$ cat src/rtl/tx_prbs_randomizer.sv
// rtl/tx_prbs_randomizer.sv - 802.16 PRBS data randomizer (1+x^14+x^15), 4 bits/clk,
// reseeded per burst, with a 2-entry Wishbone-style streaming output buffer.
module tx_prbs_randomizer #(
    parameter logic [14:0] SEED   = 15'h00A9,
    parameter int          DW_OUT = 6
) (
    input  logic              CLK_I,
    input  logic              RST_I,
    input  logic [3:0]        DAT_I,
    input  logic              CYC_I,
    input  logic              STB_I,
    input  logic              WE_I,
    output logic              ACK_O,
    output logic [DW_OUT-1:0] DAT_O,
    output logic              CYC_O,
    output logic              STB_O,
    output logic              WE_O,
    input  logic              ACK_I
);

    logic [14:0] lfsr_q, lfsr_d;
    logic [1:0]  count_q, count_d;
    logic [3:0]  buf0_q, buf0_d;
    logic [3:0]  buf1_q, buf1_d;
    logic        cyc_q, cyc_d;

    logic [14:0] lfsr_adv;
    logic [3:0]  rand_nib;
    logic        fb;
    logic        push;
    logic        pop;

    // Four serial LFSR steps unrolled into one clock, bit 3 first.
    always_comb begin
        lfsr_adv = lfsr_q;
        rand_nib = 4'h0;
        fb       = 1'b0;
        for (int k = 3; k >= 0; k--) begin
            fb          = lfsr_adv[13] ^ lfsr_adv[14];
            rand_nib[k] = DAT_I[k] ^ fb;
            lfsr_adv    = {lfsr_adv[13:0], fb};
        end
    end

    assign push = ACK_O;
    assign pop  = STB_O & ACK_I;

    always_comb begin
        lfsr_d  = lfsr_q;
        count_d = count_q;
        buf0_d  = buf0_q;
        buf1_d  = buf1_q;
        cyc_d   = cyc_q;

        if (!CYC_I) begin
            lfsr_d = SEED;
        end else if (push) begin
            lfsr_d = lfsr_adv;
        end

        if (pop) begin
            buf0_d = buf1_q;
        end
        // Push lands in the slot that will be the tail after any same-cycle pop.
        if (push) begin
            if (count_q == 2'd0 || (count_q == 2'd1 && pop)) begin
                buf0_d = rand_nib;
            end else begin
                buf1_d = rand_nib;
            end
        end
        count_d = count_q + {1'b0, push} - {1'b0, pop};

        if (!cyc_q) begin
            cyc_d = push;
        end else if (!CYC_I && count_q == 2'd0) begin
            cyc_d = 1'b0;
        end
    end

    always_ff @(posedge CLK_I) begin
        if (RST_I) begin
            lfsr_q  <= SEED;
            count_q <= 2'd0;
            buf0_q  <= 4'h0;
            buf1_q  <= 4'h0;
            cyc_q   <= 1'b0;
        end else begin
            lfsr_q  <= lfsr_d;
            count_q <= count_d;
            buf0_q  <= buf0_d;
            buf1_q  <= buf1_d;
            cyc_q   <= cyc_d;
        end
    end

    assign ACK_O = ~RST_I & CYC_I & STB_I & WE_I & (count_q < 2'd2);
    assign STB_O = (count_q != 2'd0);
    assign DAT_O = STB_O ? {{(DW_OUT-4){1'b0}}, buf0_q} : '0;
    assign CYC_O = cyc_q;
    assign WE_O  = cyc_q;

endmodule
$ cat config.mk
export PLATFORM = sky130hd
export DESIGN_NAME = tx_prbs_randomizer
export DESIGN_NICKNAME = d
export VERILOG_FILES = /design/src/rtl/tx_prbs_randomizer.sv
export SDC_FILE = /design/constraint.sdc
export NUM_CORES = 1
export LEC_CHECK = 0
export BUFFER_PORTS_ARGS = -buffer_cell sky130_fd_sc_hd__buf_2
export CORE_UTILIZATION = 59
export CTS_CLUSTER_DIAMETER = 200
export CTS_CLUSTER_SIZE = 30
export DETAILED_ROUTE_END_ITERATION = 10
export PLACE_DENSITY = 0.85
export SLEW_MARGIN = 20
export SYNTH_ARGS = -nofsm -noshare
export SYNTH_HDL_FRONTEND = slang
export SYNTH_SLANG_ARGS = --single-unit
$ cat constraint.sdc
create_clock -name CLK_I -period 4.05 [get_ports CLK_I]
set_clock_uncertainty 0.15 [all_clocks]
set_input_delay 0.2025 -clock CLK_I [delete_from_list [all_inputs] [get_ports CLK_I]]
set_output_delay 0.2025 -clock CLK_I [all_outputs]
set_load 0.005 [all_outputs]
; ---- Word level (Yosys, flattened, before mapping)
; Index checks and enable logic that the tools add are counted.
[op_classes]
n_reduce_logical = 8
n_div = 0
n_addsub = 2
n_lt_le_gt_ge = 1
n_mux = 6
bitwise = 16
multipliers = 0
n_shift = 0
n_eq_ne = 1
[op_table]
columns = op, count
row1 = two-way mux 4 bit, 4
row2 = bitwise XOR 1 bit, 8
row3 = bitwise AND 1 bit, 5
row4 = NOT 1 bit, 3
row5 = adder 2 x 1 -> 2 bit, 1
row6 = "equality test 2 x 1 -> 1 bit, second input constant", 1
row7 = logical AND 1 bit, 2
row8 = zero test 2 bit, 1
row9 = "less-than comparator 2 bit, second input constant", 1
row10 = two-way mux 1 bit, 2
row11 = AND reduction 2 bit, 1
row12 = nonzero test 2 bit, 1
row13 = OR reduction 2 bit, 1
row14 = subtractor 2 x 1 -> 2 bit, 1
row15 = zero test 1 bit, 1
row16 = logical OR 1 bit, 1
[totals]
mem_count = 0
out_inout_bits = 10
in_bits = 10
latch_bits = 0
rom_bits = 0
ramBits = 0
ff_bits = 26

; ---- Logic depth before layout (Yosys ltp)
[logic_depth]
ltp_word = 7
depth_mapped = 5
mapped_depth_nobuf = 3

; ---- Worst setup path after synthesis
; Ideal clock, no wire load.
[synth_timing]
kind = reg-to-reg
startpoint = register lfsr_q[11]
endpoint = register buf0_q[1]
t_required_ns = 3.774
stages_incl_launch_ff = 5
setup_ns = 0.126
path_slack_ns = 2.693
path_buffers = 1
arrival_ns = 1.081
cell_sequence = dfxtp_1 -> buf_6 -> xor3_2 -> o41ai_2 -> a21oi_1
[synth_via]
elab_chain_len = 4
[synth_lines]
columns = item, line
row1 = start: declaration, 21  ; logic [14:0] lfsr_q, lfsr_d;
row2 = start signal: assignment, 89  ; lfsr_q <= lfsr_d;
row3 = bitwise XOR 1 bit, 39  ; fb = lfsr_adv[13] ^ lfsr_adv[14];
row4 = bitwise XOR 1 bit, 40  ; rand_nib[k] = DAT_I[k] ^ fb;
row5 = two-way mux 4 bit, 66  ; if (count_q == 2'd0 || (count_q == 2'd1 && pop)) begin
row6 = two-way mux 4 bit, 65  ; if (push) begin
row7 = end signal: assignment, 91  ; buf0_q <= buf0_d;
row8 = end: declaration, 23  ; logic [3:0] buf0_q, buf0_d;
; Every way passes these cells.
; A chain may end at the register's enable or synchronous reset.

; ---- Worst setup path in the final report
[layout_timing]
startpoint = register count_q[1]
endpoint = output port ACK_O
[layout_via]
elab_chain_len = 2
[layout_lines]
columns = item, line
row1 = start: declaration, 22  ; logic [1:0] count_q, count_d;
row2 = start signal: assignment, 90  ; count_q <= count_d;
row3 = less-than comparator 2 bit, 97  ; assign ACK_O = ~RST_I & CYC_I & STB_I & WE_I & (count_q < 2'd2);
row4 = bitwise AND 1 bit, 97
row5 = end: declaration, 13  ; output logic ACK_O,
; Every way passes these cells.

==> results by group <==
Outcome
  – Run status: finished clean

Power and ir drop
  – Total power: 443 uW
  – Pleak: 0.546 nW
  – Pwr/cell area: between 300 and 400 nW/um2
  – Peak supply drop: ~180 uV

Logic synthesis
  – Warnings, synthesis: 0
  – Synth Cell Area: 1310 um2
  – Synth cell count leaders: 26 x dfxtp_1, 26 x nand2_1, 18 x a21oi_1
  – Synthesized area per cell: 9.26 um2
  – Netlist cell types: 30
  – Synth area leaders: dfxtp_1 40%, nand2_1 7.5%, a21oi_1 6.9%, xor3_1 5.5%, o41ai_2 5.0%
  – Post-synth top area share: 39.9%
  – Seq/Total Area, Yosys: between 30 and 40%
  – Top_reg_cell synth: dfxtp_1
  – Seq cells post-synth: 26
  – Cell count after synthesis: 141
  – Yosys top cell by area: dfxtp_1
  – Synth async-reset ratio: 0%
  – Number of enable flip-flop cells after synthesis: 0

Finish
  – Ratio of cells with drive above 1 in the final layout: 20.7%
  – Multi-input logic area: 673 um2
  – Reg area: roughly 520 um2
  – Diode count: 0
  – Final Util: 67.3%
  – P&R area growth vs syn: 4.22%
  – Design area: 1360 um2
  – Fill cell count: approximately 170
  – Final nets: about 160

Global route
  – Initial antenna violation count: 0
  – Total track usage: 21.1%
  – Vias in the first global route: 834
  – Largest net degree at the start of global routing: 21
  – Total grt overflow: 0
  – First-pass GRT wire length: a little under 4000 um

Floorplanning
  – Die Span X: approximately 49 um
  – Core Area: 2020 um2
  – # rows: 16
  – Die Y: 49.0 um
  – IO Pins: 20
  – Die Area: 2400 um2
  – Initial Utilization: between 60% and 70%

Routing
  – Remaining DRCs: 0
  – DRT iter0 DRCs: 38
  – Post-route antenna net violation count: 0
  – Via-per-instance ratio: 5.60
  – Avg WL per Cell: 13.0 um
  – DRT Pass-1 Iters: 4
  – Final wirelength: 2300 um
  – Via Count: 991

Timing
  – RSZ-0062 raised after global routing: no
  – Final WS setup: around 2000 ps
  – Worst Tran Pin Value: between 700 and 800 ps
  – Count of final setup violators: 0
  – Minimum clock period: around 2100 ps
  – Final hold vios: 0
  – Rel. slew slack: 46.7%
  – Final period utilization: 51.6%
  – TNS Setup: 0 ps
  – Fmax: 478 MHz
  – Slew Viols, Final: 0

Setup path
  – R2R Setup Slk: between 2000 and 2500 ps
  – Req. time, crit path: roughly 3700 ps
  – Reg2reg path depth: 3
  – Peak fanout along the critical path: 20
  – Worst setup SP type: register
  – RR Startpoint: count_q[1]$_SDFF_PP0_
  – RR Endpoint: buf0_q[2]$_SDFF_PP0_
  – Crit end category: primary output
  – WP data arrival: 1740 ps
  – Crit path kind: register to primary output

Clock network
  – Cts hold-fix bufs: 0
  – CTS Buf Count: 3
  – Clock latency on the worst-skew pair: approximately 320 ps
  – Clk pin slew, worst setup/hold paths: 130 ps
  – Max clock buf depth: 2
  – # clock sinks: 26
  – TritonCTS clock tree: yes
  – CTS root buf: clkbuf_4
  – CTS resizes: 0
  – Setup Fix Bufs, Post-CTS: 0
  – CTS H-tree lvls: 1

Place
  – Dpl hpwl: 1670 um
  – Placed instance area: 1320 um2
  – PortBufs: 17
  – Routability cong.: 0.793
  – Worst slack, placed: 2180 ps

Min path
  – Endpoint, Worst Hold: CYC_O$_SDFF_PP0_
  – Worst hold path type: primary input to register
  – Worst Hold Depth: 2
  – Hold path start: RST_I

Job
  – Max Cap Viol: 0
-- worst max path at each step --
stage,from,to,slack (ps),cells after the start
2_1_floorplan,lfsr_q[11]$_SDFFE_PP0P_,buf0_q[1]$_SDFF_PP0_,2690,4
4_1_cts,count_q[1]$_SDFF_PP0_,ACK_O,1950,3
5_1_grt,count_q[1]$_SDFF_PP0_,ACK_O,1700,3
3_3_place_gp,count_q[1]$_SDFF_PP0_,buf0_q[0]$_SDFF_PP0_,2250,3
6_report,count_q[1]$_SDFF_PP0_,ACK_O,1960,3
3_5_place_dp,count_q[1]$_SDFF_PP0_,buf0_q[2]$_SDFF_PP0_,2180,3
-- registers in the layout, indices dropped and copies added, names as in the netlist --
register	count
buf0_q	4
lfsr_q	15
CYC_O	1
count_q	2
buf1_q	4
-- final cells by class --
| class | count | area share (%) |
|---|---|---|
| multi-input combinational | 100 | 49.5 |
| sequential | 26 | 38.3 |
| timing repair buffer | 17 | 6.26 |
| clock buffer | 4 | 2.67 |
| tap | 27 | 2.48 |
| inverter | 3 | 0.828 |
-- layer usage --
metal | GRT usage (%) | up-vias | wire (um)
met3 | 2.80 | 2 | 108
li1 | - | 496 | -
met2 | 32.2 | 34 | 1030
met4 | 7.35 | 0 | 20
met1 | 30.6 | 459 | 1140
met5 | 0 | - | 0
-- metrics by stage --
stage	hold slack (ps)	cells
final	22.1	177
after floorplan	214	142
after global placement	290	173
after detailed placement	295	173
after CTS	14.8	177
after global routing	16.3	177
-- logic make-up after synthesis --
logic type             Yosys count  synth area share [%]
AND/OR/NAND/NOR                 51                  18.9
AO/OA/AOI/OAI                   35                  19.0
flip-flops                      26                  39.9
buffers and inverters           16                  8.82
XOR/XNOR                         8                  10.1
multiplexers                     4                  3.07
other                            1                 0.287
-- critical path, stage by stage (launching register included) --
cell,delay (ps)
dfxtp_1,400
nand3b_1,650
nor2_1,230
buf_2,140
-- power by group --
group	leakage (nW)	internal, mW	switching (mW)
sequential	0.211	0.262	0.00414
clock	0.0210	0.0550	0.0753
combinational	0.314	0.0186	0.0280
total	0.546	0.335	0.107
-- layout by cell type (no fill, tap or decap), drive strengths merged, types with 3 or more instances in the layout --
cell / count
o21ai: 7
clkbuf: 4
buf: 17
nand2: 26
dfxtp: 26
xnor2: 4
a21oi: 18
nand3: 7
nor2: 6
mux2i: 4
o41ai: 4
inv: 3
nor2b: 5
xor3: 4
Note: power is estimated with default switching activity, not from simulation.
